$ cat src/rtl/core_mem_arbiter_if.sv
// core_mem_arbiter_if: IMEM/DMEM/NOC requester ports and single RAM port of the node memory arbiter.
interface core_mem_arbiter_if #(
  parameter int AWIDTH = 32,
  parameter int DWIDTH = 32,
  parameter int RAM_AW = 10
);
  logic              imem_req_i;
  logic [AWIDTH-1:0] imem_addr_i;
  logic              imem_ack_o;
  logic [DWIDTH-1:0] imem_rdata_o;
  logic [1:0]        imem_resp_o;
  logic              dmem_req_i;
  logic              dmem_cmd_i;
  logic [1:0]        dmem_width_i;
  logic [AWIDTH-1:0] dmem_addr_i;
  logic [DWIDTH-1:0] dmem_wdata_i;
  logic              dmem_ack_o;
  logic [DWIDTH-1:0] dmem_rdata_o;
  logic [1:0]        dmem_resp_o;
  logic              noc_req_i;
  logic              noc_cmd_i;
  logic [1:0]        noc_width_i;
  logic [AWIDTH-1:0] noc_addr_i;
  logic [DWIDTH-1:0] noc_wdata_i;
  logic              noc_ack_o;
  logic [DWIDTH-1:0] noc_rdata_o;
  logic [1:0]        noc_resp_o;
  logic              ram_en_o;
  logic              ram_we_o;
  logic [3:0]        ram_be_o;
  logic [RAM_AW-1:0] ram_addr_o;
  logic [DWIDTH-1:0] ram_wdata_o;
  logic [DWIDTH-1:0] ram_rdata_i;
  modport slave (
    input  imem_req_i, imem_addr_i,
    output imem_ack_o, imem_rdata_o, imem_resp_o,
    input  dmem_req_i, dmem_cmd_i, dmem_width_i, dmem_addr_i, dmem_wdata_i,
    output dmem_ack_o, dmem_rdata_o, dmem_resp_o,
    input  noc_req_i, noc_cmd_i, noc_width_i, noc_addr_i, noc_wdata_i,
    output noc_ack_o, noc_rdata_o, noc_resp_o,
    output ram_en_o, ram_we_o, ram_be_o, ram_addr_o, ram_wdata_o,
    input  ram_rdata_i
  );
  modport master (
    output imem_req_i, imem_addr_i,
    input  imem_ack_o, imem_rdata_o, imem_resp_o,
    output dmem_req_i, dmem_cmd_i, dmem_width_i, dmem_addr_i, dmem_wdata_i,
    input  dmem_ack_o, dmem_rdata_o, dmem_resp_o,
    output noc_req_i, noc_cmd_i, noc_width_i, noc_addr_i, noc_wdata_i,
    input  noc_ack_o, noc_rdata_o, noc_resp_o,
    input  ram_en_o, ram_we_o, ram_be_o, ram_addr_o, ram_wdata_o,
    output ram_rdata_i
  );
endinterface

$ cat src/rtl/core_mem_arbiter.sv
// core_mem_arbiter: round-robin NOC/DMEM/IMEM arbitration onto one local RAM port,
// three cycles per access (IDLE latch, ACC ack + RAM strobe, RESP data).
module core_mem_arbiter #(
  parameter int NODE_ID = 0,
  parameter int SIZE    = 512,
  parameter int BYTE    = 8,
  parameter int AWIDTH  = 32,
  parameter int DWIDTH  = 32,
  localparam int RAM_AW = $clog2(SIZE * BYTE / 4)
) (
  input logic clk,
  input logic rst,
  core_mem_arbiter_if.slave bus
);
  typedef enum logic [1:0] {IDLE, ACC, RESP} state_e;
  localparam logic [AWIDTH-1:0] BASE = AWIDTH'(NODE_ID * SIZE * BYTE);
  localparam logic [AWIDTH-1:0] WIN  = AWIDTH'(SIZE * BYTE);
  state_e state_q, state_d;
  logic [1:0] prio_q, prio_d, sel_q, sel_d, win, c2, c3, wid_q, wid_d, rc;
  logic cmd_q, cmd_d, err, acc, rsp;
  logic [AWIDTH-1:0] addr_q, addr_d, off;
  logic [DWIDTH-1:0] wdata_q, wdata_d, rd;
  logic [2:0] req;
  function automatic logic [1:0] nxt(input logic [1:0] x);
    return x == 2'd2 ? 2'd0 : x + 2'd1;
  endfunction
  // requester index: 0 NOC, 1 DMEM, 2 IMEM; prio_q holds the currently highest one
  assign req = {bus.imem_req_i, bus.dmem_req_i, bus.noc_req_i};
  assign c2  = nxt(prio_q);
  assign c3  = nxt(c2);
  assign win = req[prio_q] ? prio_q : req[c2] ? c2 : c3;
  // addresses below BASE wrap to large offsets, so one compare covers both window edges
  assign off = addr_q - BASE;
  assign err = off >= WIN || wid_q == 2'b11 || (wid_q == 2'b01 && addr_q[0]) ||
               (wid_q == 2'b10 && addr_q[1:0] != 2'b00);
  always_ff @(posedge clk) begin
    if (rst) begin
      state_q <= IDLE;
      prio_q  <= 2'd0;
      sel_q   <= 2'd0;
      cmd_q   <= 1'b0;
      wid_q   <= 2'd0;
      addr_q  <= '0;
      wdata_q <= '0;
    end else begin
      state_q <= state_d;
      prio_q  <= prio_d;
      sel_q   <= sel_d;
      cmd_q   <= cmd_d;
      wid_q   <= wid_d;
      addr_q  <= addr_d;
      wdata_q <= wdata_d;
    end
  end
  always_comb begin
    state_d = state_q == ACC ? RESP : state_q == RESP ? IDLE : (|req ? ACC : IDLE);
    prio_d  = prio_q;
    sel_d   = sel_q;
    cmd_d   = cmd_q;
    wid_d   = wid_q;
    addr_d  = addr_q;
    wdata_d = wdata_q;
    if (state_q == IDLE && |req) begin
      sel_d   = win;
      prio_d  = nxt(win);
      cmd_d   = win == 2'd0 ? bus.noc_cmd_i : win == 2'd1 ? bus.dmem_cmd_i : 1'b0;
      wid_d   = win == 2'd0 ? bus.noc_width_i : win == 2'd1 ? bus.dmem_width_i : 2'b10;
      addr_d  = win == 2'd0 ? bus.noc_addr_i : win == 2'd1 ? bus.dmem_addr_i : bus.imem_addr_i;
      wdata_d = win == 2'd0 ? bus.noc_wdata_i : win == 2'd1 ? bus.dmem_wdata_i : '0;
    end
  end
  assign acc = state_q == ACC;
  assign rsp = state_q == RESP;
  assign rc  = err ? 2'b10 : 2'b01;
  assign rd  = err ? '0 : bus.ram_rdata_i;
  assign bus.noc_ack_o    = acc && sel_q == 2'd0;
  assign bus.dmem_ack_o   = acc && sel_q == 2'd1;
  assign bus.imem_ack_o   = acc && sel_q == 2'd2;
  assign bus.noc_resp_o   = rsp && sel_q == 2'd0 ? rc : 2'b00;
  assign bus.dmem_resp_o  = rsp && sel_q == 2'd1 ? rc : 2'b00;
  assign bus.imem_resp_o  = rsp && sel_q == 2'd2 ? rc : 2'b00;
  assign bus.noc_rdata_o  = rsp && sel_q == 2'd0 ? rd : '0;
  assign bus.dmem_rdata_o = rsp && sel_q == 2'd1 ? rd : '0;
  assign bus.imem_rdata_o = rsp && sel_q == 2'd2 ? rd : '0;
  assign bus.ram_en_o    = acc && !err;
  assign bus.ram_we_o    = bus.ram_en_o && cmd_q;
  assign bus.ram_be_o    = !bus.ram_en_o ? 4'b0000 : wid_q == 2'b00 ? 4'b0001 << addr_q[1:0] :
                           wid_q == 2'b01 ? 4'b0011 << addr_q[1:0] : 4'b1111;
  assign bus.ram_addr_o  = acc ? off[RAM_AW+1:2] : '0;
  assign bus.ram_wdata_o = !acc ? '0 : wid_q == 2'b10 ? wdata_q : wdata_q << {addr_q[1:0], 3'b000};
endmodule

$ cat src/flat_wrapper.sv
// flat-port wrapper written by rule: the top's interface ports become plain ports
module core_mem_arbiter_flat 
#(
  parameter int NODE_ID = 0,
  parameter int SIZE    = 512,
  parameter int BYTE    = 8,
  parameter int AWIDTH  = 32,
  parameter int DWIDTH  = 32,
  localparam int RAM_AW = $clog2(SIZE * BYTE / 4)
)
  (clk, rst, bus_imem_req_i, bus_imem_addr_i, bus_imem_ack_o, bus_imem_rdata_o, bus_imem_resp_o, bus_dmem_req_i, bus_dmem_cmd_i, bus_dmem_width_i, bus_dmem_addr_i, bus_dmem_wdata_i, bus_dmem_ack_o, bus_dmem_rdata_o, bus_dmem_resp_o, bus_noc_req_i, bus_noc_cmd_i, bus_noc_width_i, bus_noc_addr_i, bus_noc_wdata_i, bus_noc_ack_o, bus_noc_rdata_o, bus_noc_resp_o, bus_ram_en_o, bus_ram_we_o, bus_ram_be_o, bus_ram_addr_o, bus_ram_wdata_o, bus_ram_rdata_i);
  core_mem_arbiter_if #(.AWIDTH(AWIDTH), .DWIDTH(DWIDTH), .RAM_AW(10)) bus_i ();
  input logic clk;
  input logic rst;
  input wire logic [$bits(bus_i.imem_req_i)-1:0] bus_imem_req_i;
  input wire logic [$bits(bus_i.imem_addr_i)-1:0] bus_imem_addr_i;
  output wire logic [$bits(bus_i.imem_ack_o)-1:0] bus_imem_ack_o;
  output wire logic [$bits(bus_i.imem_rdata_o)-1:0] bus_imem_rdata_o;
  output wire logic [$bits(bus_i.imem_resp_o)-1:0] bus_imem_resp_o;
  input wire logic [$bits(bus_i.dmem_req_i)-1:0] bus_dmem_req_i;
  input wire logic [$bits(bus_i.dmem_cmd_i)-1:0] bus_dmem_cmd_i;
  input wire logic [$bits(bus_i.dmem_width_i)-1:0] bus_dmem_width_i;
  input wire logic [$bits(bus_i.dmem_addr_i)-1:0] bus_dmem_addr_i;
  input wire logic [$bits(bus_i.dmem_wdata_i)-1:0] bus_dmem_wdata_i;
  output wire logic [$bits(bus_i.dmem_ack_o)-1:0] bus_dmem_ack_o;
  output wire logic [$bits(bus_i.dmem_rdata_o)-1:0] bus_dmem_rdata_o;
  output wire logic [$bits(bus_i.dmem_resp_o)-1:0] bus_dmem_resp_o;
  input wire logic [$bits(bus_i.noc_req_i)-1:0] bus_noc_req_i;
  input wire logic [$bits(bus_i.noc_cmd_i)-1:0] bus_noc_cmd_i;
  input wire logic [$bits(bus_i.noc_width_i)-1:0] bus_noc_width_i;
  input wire logic [$bits(bus_i.noc_addr_i)-1:0] bus_noc_addr_i;
  input wire logic [$bits(bus_i.noc_wdata_i)-1:0] bus_noc_wdata_i;
  output wire logic [$bits(bus_i.noc_ack_o)-1:0] bus_noc_ack_o;
  output wire logic [$bits(bus_i.noc_rdata_o)-1:0] bus_noc_rdata_o;
  output wire logic [$bits(bus_i.noc_resp_o)-1:0] bus_noc_resp_o;
  output wire logic [$bits(bus_i.ram_en_o)-1:0] bus_ram_en_o;
  output wire logic [$bits(bus_i.ram_we_o)-1:0] bus_ram_we_o;
  output wire logic [$bits(bus_i.ram_be_o)-1:0] bus_ram_be_o;
  output wire logic [$bits(bus_i.ram_addr_o)-1:0] bus_ram_addr_o;
  output wire logic [$bits(bus_i.ram_wdata_o)-1:0] bus_ram_wdata_o;
  input wire logic [$bits(bus_i.ram_rdata_i)-1:0] bus_ram_rdata_i;
  assign bus_i.imem_req_i = bus_imem_req_i;
  assign bus_i.imem_addr_i = bus_imem_addr_i;
  assign bus_imem_ack_o = bus_i.imem_ack_o;
  assign bus_imem_rdata_o = bus_i.imem_rdata_o;
  assign bus_imem_resp_o = bus_i.imem_resp_o;
  assign bus_i.dmem_req_i = bus_dmem_req_i;
  assign bus_i.dmem_cmd_i = bus_dmem_cmd_i;
  assign bus_i.dmem_width_i = bus_dmem_width_i;
  assign bus_i.dmem_addr_i = bus_dmem_addr_i;
  assign bus_i.dmem_wdata_i = bus_dmem_wdata_i;
  assign bus_dmem_ack_o = bus_i.dmem_ack_o;
  assign bus_dmem_rdata_o = bus_i.dmem_rdata_o;
  assign bus_dmem_resp_o = bus_i.dmem_resp_o;
  assign bus_i.noc_req_i = bus_noc_req_i;
  assign bus_i.noc_cmd_i = bus_noc_cmd_i;
  assign bus_i.noc_width_i = bus_noc_width_i;
  assign bus_i.noc_addr_i = bus_noc_addr_i;
  assign bus_i.noc_wdata_i = bus_noc_wdata_i;
  assign bus_noc_ack_o = bus_i.noc_ack_o;
  assign bus_noc_rdata_o = bus_i.noc_rdata_o;
  assign bus_noc_resp_o = bus_i.noc_resp_o;
  assign bus_ram_en_o = bus_i.ram_en_o;
  assign bus_ram_we_o = bus_i.ram_we_o;
  assign bus_ram_be_o = bus_i.ram_be_o;
  assign bus_ram_addr_o = bus_i.ram_addr_o;
  assign bus_ram_wdata_o = bus_i.ram_wdata_o;
  assign bus_i.ram_rdata_i = bus_ram_rdata_i;
  core_mem_arbiter #(.NODE_ID(NODE_ID), .SIZE(SIZE), .BYTE(BYTE), .AWIDTH(AWIDTH), .DWIDTH(DWIDTH)) u_core (.clk(clk), .rst(rst), .bus(bus_i));
endmodule
$ cat config.mk
export PLATFORM = sky130hd
export DESIGN_NAME = core_mem_arbiter_flat
export DESIGN_NICKNAME = d
export VERILOG_FILES = /design/src/rtl/core_mem_arbiter_if.sv /design/src/rtl/core_mem_arbiter.sv /design/src/flat_wrapper.sv
export SDC_FILE = /design/constraint.sdc
export NUM_CORES = 1
export LEC_CHECK = 0
export ABC_CLOCK_PERIOD_IN_PS = 3600
export CORE_AREA = 4 4 137 139
export CTS_CLUSTER_SIZE = 20
export DETAILED_ROUTE_END_ITERATION = 6
export DIE_AREA = 0 0 141 143
export DONT_BUFFER_PORTS = 1
export HOLD_SLACK_MARGIN = 0.12
export PLACE_DENSITY_LB_ADDON = 0.3
export SKIP_LAST_GASP = 1
export SYNTH_ARGS = -nofsm -noshare
export SYNTH_HDL_FRONTEND = slang
export SYNTH_SLANG_ARGS = --single-unit
$ cat constraint.sdc
create_clock -name clk -period 3.6 [get_ports clk]
set_input_delay 0.72 -clock clk [delete_from_list [all_inputs] [get_ports clk]]
set_output_delay 0.72 -clock clk [all_outputs]
set_load 0.01 [all_outputs]
**Word-level counts from Yosys, hierarchy flattened**

Cells that the tools add are included.

- Flip-flop bits (word level): 73
- Input bits: 203
- Output and inout port bits: 153
- Word-level logic and storage cells: 84

- $add $sub $neg: 3
- $lt $le $gt $ge: 3
- Equality and inequality tests: 11
- Shift operators: 3
- Mux-type cells: 34
- Reduce and logical (&&, ||, !) cells: 22

Operator list:

| kind | count |
|---|---|
| $mux W32 | 10 |
| $ge A32 B13 Y1 const B | 1 |
| $shl A32 B5 Y32 | 1 |
| $mux W2 | 13 |
| $eq A2 B2 Y1 const B | 7 |
| $mux W4 | 3 |
| $logic_and A1 B1 Y1 | 11 |
| $mux W10 | 1 |
| $eq A2 B1 Y1 const B | 4 |
| $logic_not A2 Y1 | 4 |
| $add A2 B1 Y2 const B | 3 |
| $lt A2 B3 Y1 const B | 2 |
| $reduce_or A3 Y1 | 2 |
| $mux W1 | 5 |
| $bmux W1 S2 | 2 |
| $shl A1 B2 Y4 const A | 1 |
| $shl A2 B2 Y4 const A | 1 |
| $logic_or A1 B1 Y1 | 3 |
| $reduce_bool A2 Y1 | 1 |
| $logic_not A1 Y1 | 1 |

**Logic depth before layout (Yosys ltp)**

- Depth after elaboration: 9
- Gate-level depth with buffers: 9
- Mapped depth without buffers: 6

**Worst setup path before layout**

Ideal clock, no wire load.

- Path type: register to output
- Start: register u_core.addr_q[1]
- End: output bus_ram_be_o[1]
- Arrival: 2309 ps
- Data required time: 2880 ps
- Slack: 571 ps
- Stages on the path, launching flop included: 9
- Buffers on the path: 2
- Cells stage by stage: dfxtp_1 -> inv_1 -> clkbuf_1 -> clkbuf_1 -> ha_1 -> nor2b_1 -> o211ai_1 -> nor3_1 -> a21boi_0

- Cells in the longest elaborated chain, start to end: 7
- Elaborated cells between the ends (all ways): 13
- Those cells by class: order compare (1); shift (2); mux (3); reduce/logical (7)

Ends and longest elaborated chain:

| what | RTL line | RTL |
|---|---|---|
| start, declared | core_mem_arbiter.sv:21 | `logic [AWIDTH-1:0] addr_q, addr_d, off;` |
| start signal, assigned | core_mem_arbiter.sv:51 | `addr_q <= addr_d;` |
| $ge A32 B13 Y1 | core_mem_arbiter.sv:34 | `assign err = off >= WIN \|\| wid_q == 2'b11 \|\| (wid_q == 2'b01 && addr_q[0]) \|\|` |
| $logic_or A1 B1 Y1 (2 in series) | core_mem_arbiter.sv:34 |  |
| $logic_or A1 B1 Y1 (*) | core_mem_arbiter.sv:34 |  |
| $logic_not A1 Y1 (*) | core_mem_arbiter.sv:85 | `assign bus.ram_en_o = acc && !err;` |
| $logic_and A1 B1 Y1 (*) | core_mem_arbiter.sv:85 |  |
| net bus_ram_en_o | flat_wrapper.sv:36 | `output wire logic [$bits(bus_i.ram_en_o)-1:0] bus_ram_en_o;` |
| $mux W4 (*) | core_mem_arbiter.sv:87 | `assign bus.ram_be_o = !bus.ram_en_o ? 4'b0000 : wid_q == 2'b00 ? 4'b0001 << addr_q[1:0] :` |
| end, declared | flat_wrapper.sv:38 | `output wire logic [$bits(bus_i.ram_be_o)-1:0] bus_ram_be_o;` |

The timed path passes the listed nets; every way through them passes the cells marked *.

**Worst setup path in the final report**

- Start: register u_core.addr_q[31]
- End: output bus_noc_rdata_o[11]

- Cells in the longest elaborated chain, start to end: 6

Ends and longest elaborated chain:

| what | RTL line | RTL |
|---|---|---|
| $ge A32 B13 Y1 | core_mem_arbiter.sv:34 |  |
| $logic_or A1 B1 Y1 (3 in series) | core_mem_arbiter.sv:34 |  |
| $mux W32 | core_mem_arbiter.sv:75 | `assign rd = err ? '0 : bus.ram_rdata_i;` |
| $mux W32 | core_mem_arbiter.sv:82 | `assign bus.noc_rdata_o = rsp && sel_q == 2'd0 ? rd : '0;` |
| end, declared | flat_wrapper.sv:34 | `output wire logic [$bits(bus_i.noc_rdata_o)-1:0] bus_noc_rdata_o;` |

Every way passes these cells.

==> metrics.md <==
| Metric | Value |
|---|---|
| Final worst path period share | `91.5%` |
| RD Place Congestion | `0.823` |
| Core Region | `17,700 sq um` |
| Synthesized Nets | `838` |
| FP Rows | `49` |
| Setup TNS | `0 ns` |
| Reg clk slew, reported paths | `0.06 ns` |
| Critical path required time | `2.88 ns` |
| Vias in the first global route | `4,571` |
| Clk_skew | `0.00797 ns` |
| Crit Reg-Reg Startpoint | `u_core.prio_q[1]` |
| Syn Area/Cell | `8.16 sq um` |
| RSZ-0062 raised after global routing | `no` |
| NumNets Final | `812` |
| Synth warnings | `0` |
| Final hold violation count | `0` |
| GRT overflow | `0` |
| N_diodes | `0` |
| Number of fill cells | `1,875` |
| Critical path class | `flop to output port` |
| Post-synth ARST share | `0%` |
| Outcome | `complete, no violations` |
| Pre-antenna DRT Iters | `5` |
| Final HPWL from detailed placement | `14.8 mm` |
| First-pass GRT wire length | `27.3 mm` |
| Num CTS Buffers | `9` |
| Final worst slack | `0.306 ns` |
| Cell count after synthesis | `631` |
| Post-synthesis sequential area ratio | `28.4%` |
| Synth top area cells | `dfxtp_1 (28%), and2_1 (13%), mux2i_1 (7.0%)` |
| Post-synth top flop | `dfxtp_1` |
| CTS H-tree lvls | `3` |
| Initial drt markers | `410` |
| Clk Latency, worst-skew pair | `0.34 ns` |
| Critical Path Sink Type | `output port` |
| Measured slew at the worst slew-check pin | `0.809 ns` |
| Fin util | `32.5%` |
| Leakage | `2.13 nW` |
| Area Overhead vs Synth | `11.5%` |
| Initial antenna violation count | `0` |
| Top Ports | `356` |
| Design Power | `2.83 mW` |
| Worst Path Max Fanout | `32` |
| Synth unique cells | `43` |
| Via Count | `4,841` |
| Clock buffer depth | `2` |
| Placed insts | `823` |
| Worst setup startpoint | `u_core.addr_q[31]` |
| CP startpoint kind | `flop` |
| DR WL/cell | `22.9 um` |
| Share of the synthesized area in the top cell type | `28.4%` |
| VDD IR-drop max | `0.000321 V` |
| Fraction of layout cells with a size suffix above 1 | `13.6%` |
| Fin crit period | `3.29 ns` |
| Root buffer cell | `clkbuf_16` |
| Die outline height | `143 um` |
| Top-count cell post-synth | `and2_1` |
| Final Setup Violations | `0` |
| DR vias/cell | `5.77` |
| Slowest cell on crit path | `nor4_1` |
| Die Area | `20,200 sq um` |
| Die W | `141 um` |
| Max cap viols | `0` |
| HP Start | `rst` |
| Commonest cells in the netlist | `and2_1 (107), dfxtp_1 (73), clkbuf_1 (46), nor2_1 (41), mux2i_1 (36)` |
| DRC viols | `0` |
| Routed Wire Length | `19.2 mm` |
| ANT nets after route | `0` |
| CTS tree | `built` |
| Post-route insts no fill | `839` |
| Initial Util | `29.1%` |
| #FFs+latches synth | `73` |
| Worst path cell trace | `nor4_1 -> o211ai_1 -> nor3_2 -> buf_4 -> and2_1` |
| Port Buffer Count | `0` |
| Fin Hold WS | `0.454 ns` |
| Place WS | `0.530 ns` |
| Placed inst area | `5400 sq um` |
| EDFF count, synth | `0` |
| Cell type with the largest total area after synthesis | `dfxtp_1` |
| Relative slew slack | `45.8%` |
| F_max | `304 MHz` |
| Final instance area | `5740 sq um` |
| Arr. time, crit path | `2.57 ns` |
| GRT Total Usage | `17.5%` |
| Worst hold-check path type | `input pin to flop` |
| CP max stage delay | `0.49 ns` |
| Largest net degree at the start of global routing | `64` |
| Sink Count | `73` |
| Pwr dens | `493 nW/um^2` |
| Mapped Area | `5150 sq um` |
| Slew Limit Fails | `0` |
layout by cell type (no fill, tap or decap), drive strengths merged, types with 2 or more instances in the layout:
master   Yosys  final
nor2        41     41
inv         11     11
buf         19     28
o2bb2ai     24     24
dfxtp       73     73
mux2i       36     36
nand3b      13     13
bufinv       0      2
mux2         8      8
nand2       32     32
o221ai       2      2
and3         8      8
nor4         6      6
nor2b        4      4
or3          4      4
clkinv       0      2
and2       107    107
ha           4      4
nand2b       2      2
nor3        19     19
o211ai      12     12
clkbuf      46     11
o21ai       34     34
o21a         2      2
a221oi      10     10
nor3b        2      2
o22ai       17     17
a21oi       30     30
a222oi      21     21
nand4b      11     11
a21boi       3      3
a211oi      22     22
worst paths after layout:
path	endpoint	slack, ns	depth (start not counted)
max	bus_noc_rdata_o[11]	0.31	5
max reg2reg	u_core.addr_q[25]	1.38	5
min reg2reg	u_core.wdata_q[18]	0.49	1
min	u_core.addr_q[3]	0.45	1
per-layer routing:
| layer | part of all wire (%) | up-vias | global-route usage, % |
|---|---|---|---|
| met5 | 0 | - | 0 |
| met2 | 48 | 270 | 28.4 |
| li1 | - | 2277 | - |
| met1 | 43 | 2270 | 23.3 |
| met3 | 7.4 | 24 | 3.48 |
| met4 | 1.9 | 0 | 5.97 |
power by group:
group	switching (mW)	leakage [nW]	total, mW	internal, mW
registers	0.112	0.604	1.04	0.925
logic	0.504	1.37	0.814	0.310
clock network	0.340	0.162	0.981	0.642
what timing repair did:
item,CTS,global route
buffers inserted,0,0
resized for setup,0,1
hold buffers,0,0
setup endpoints to repair,0,1
sequential cells by signal, summed over array words and instances (netlist names):
register,cells
u_core.wid_q,2
u_core.sel_q,2
u_core.prio_q,2
u_core.wdata_q,32
u_core.addr_q,32
u_core.cmd_q,1
u_core.state_q,2
critical path: cells and delay by family (launching register included):
kind	cells	cell delay [ns]
buffers and inverters	1	0.34
AO/OA/AOI/OAI	1	0.35
flip-flops	1	0.31
AND/OR/NAND/NOR	3	1.23
cell type report:
type / count / area (sq um) / share of cell area [%]
Timing Repair Buffer: 28 / 223 / 3.88
Clock inverter: 5 / 77.6 / 1.35
Sequential cell: 73 / 1460 / 25.5
Tap cell: 229 / 287 / 4.99
Multi-Input combinational cell: 482 / 3400 / 59.2
Clock buffer: 11 / 253 / 4.40
Inverter: 11 / 41.3 / 0.720
cells by family (layout without fill, tap and decap cells):
logic type	Yosys count	after routing	share of synthesized area, %
and+or+nand+nor	254	254	28.2
buffers and inverters	76	55	6.35
DFF	73	73	28.4
adders and majority gates	4	4	0.973
AOI/OAI and AO/OA	180	180	27.3
muxes	44	44	8.75
Note: power is estimated with default switching activity, not from simulation.
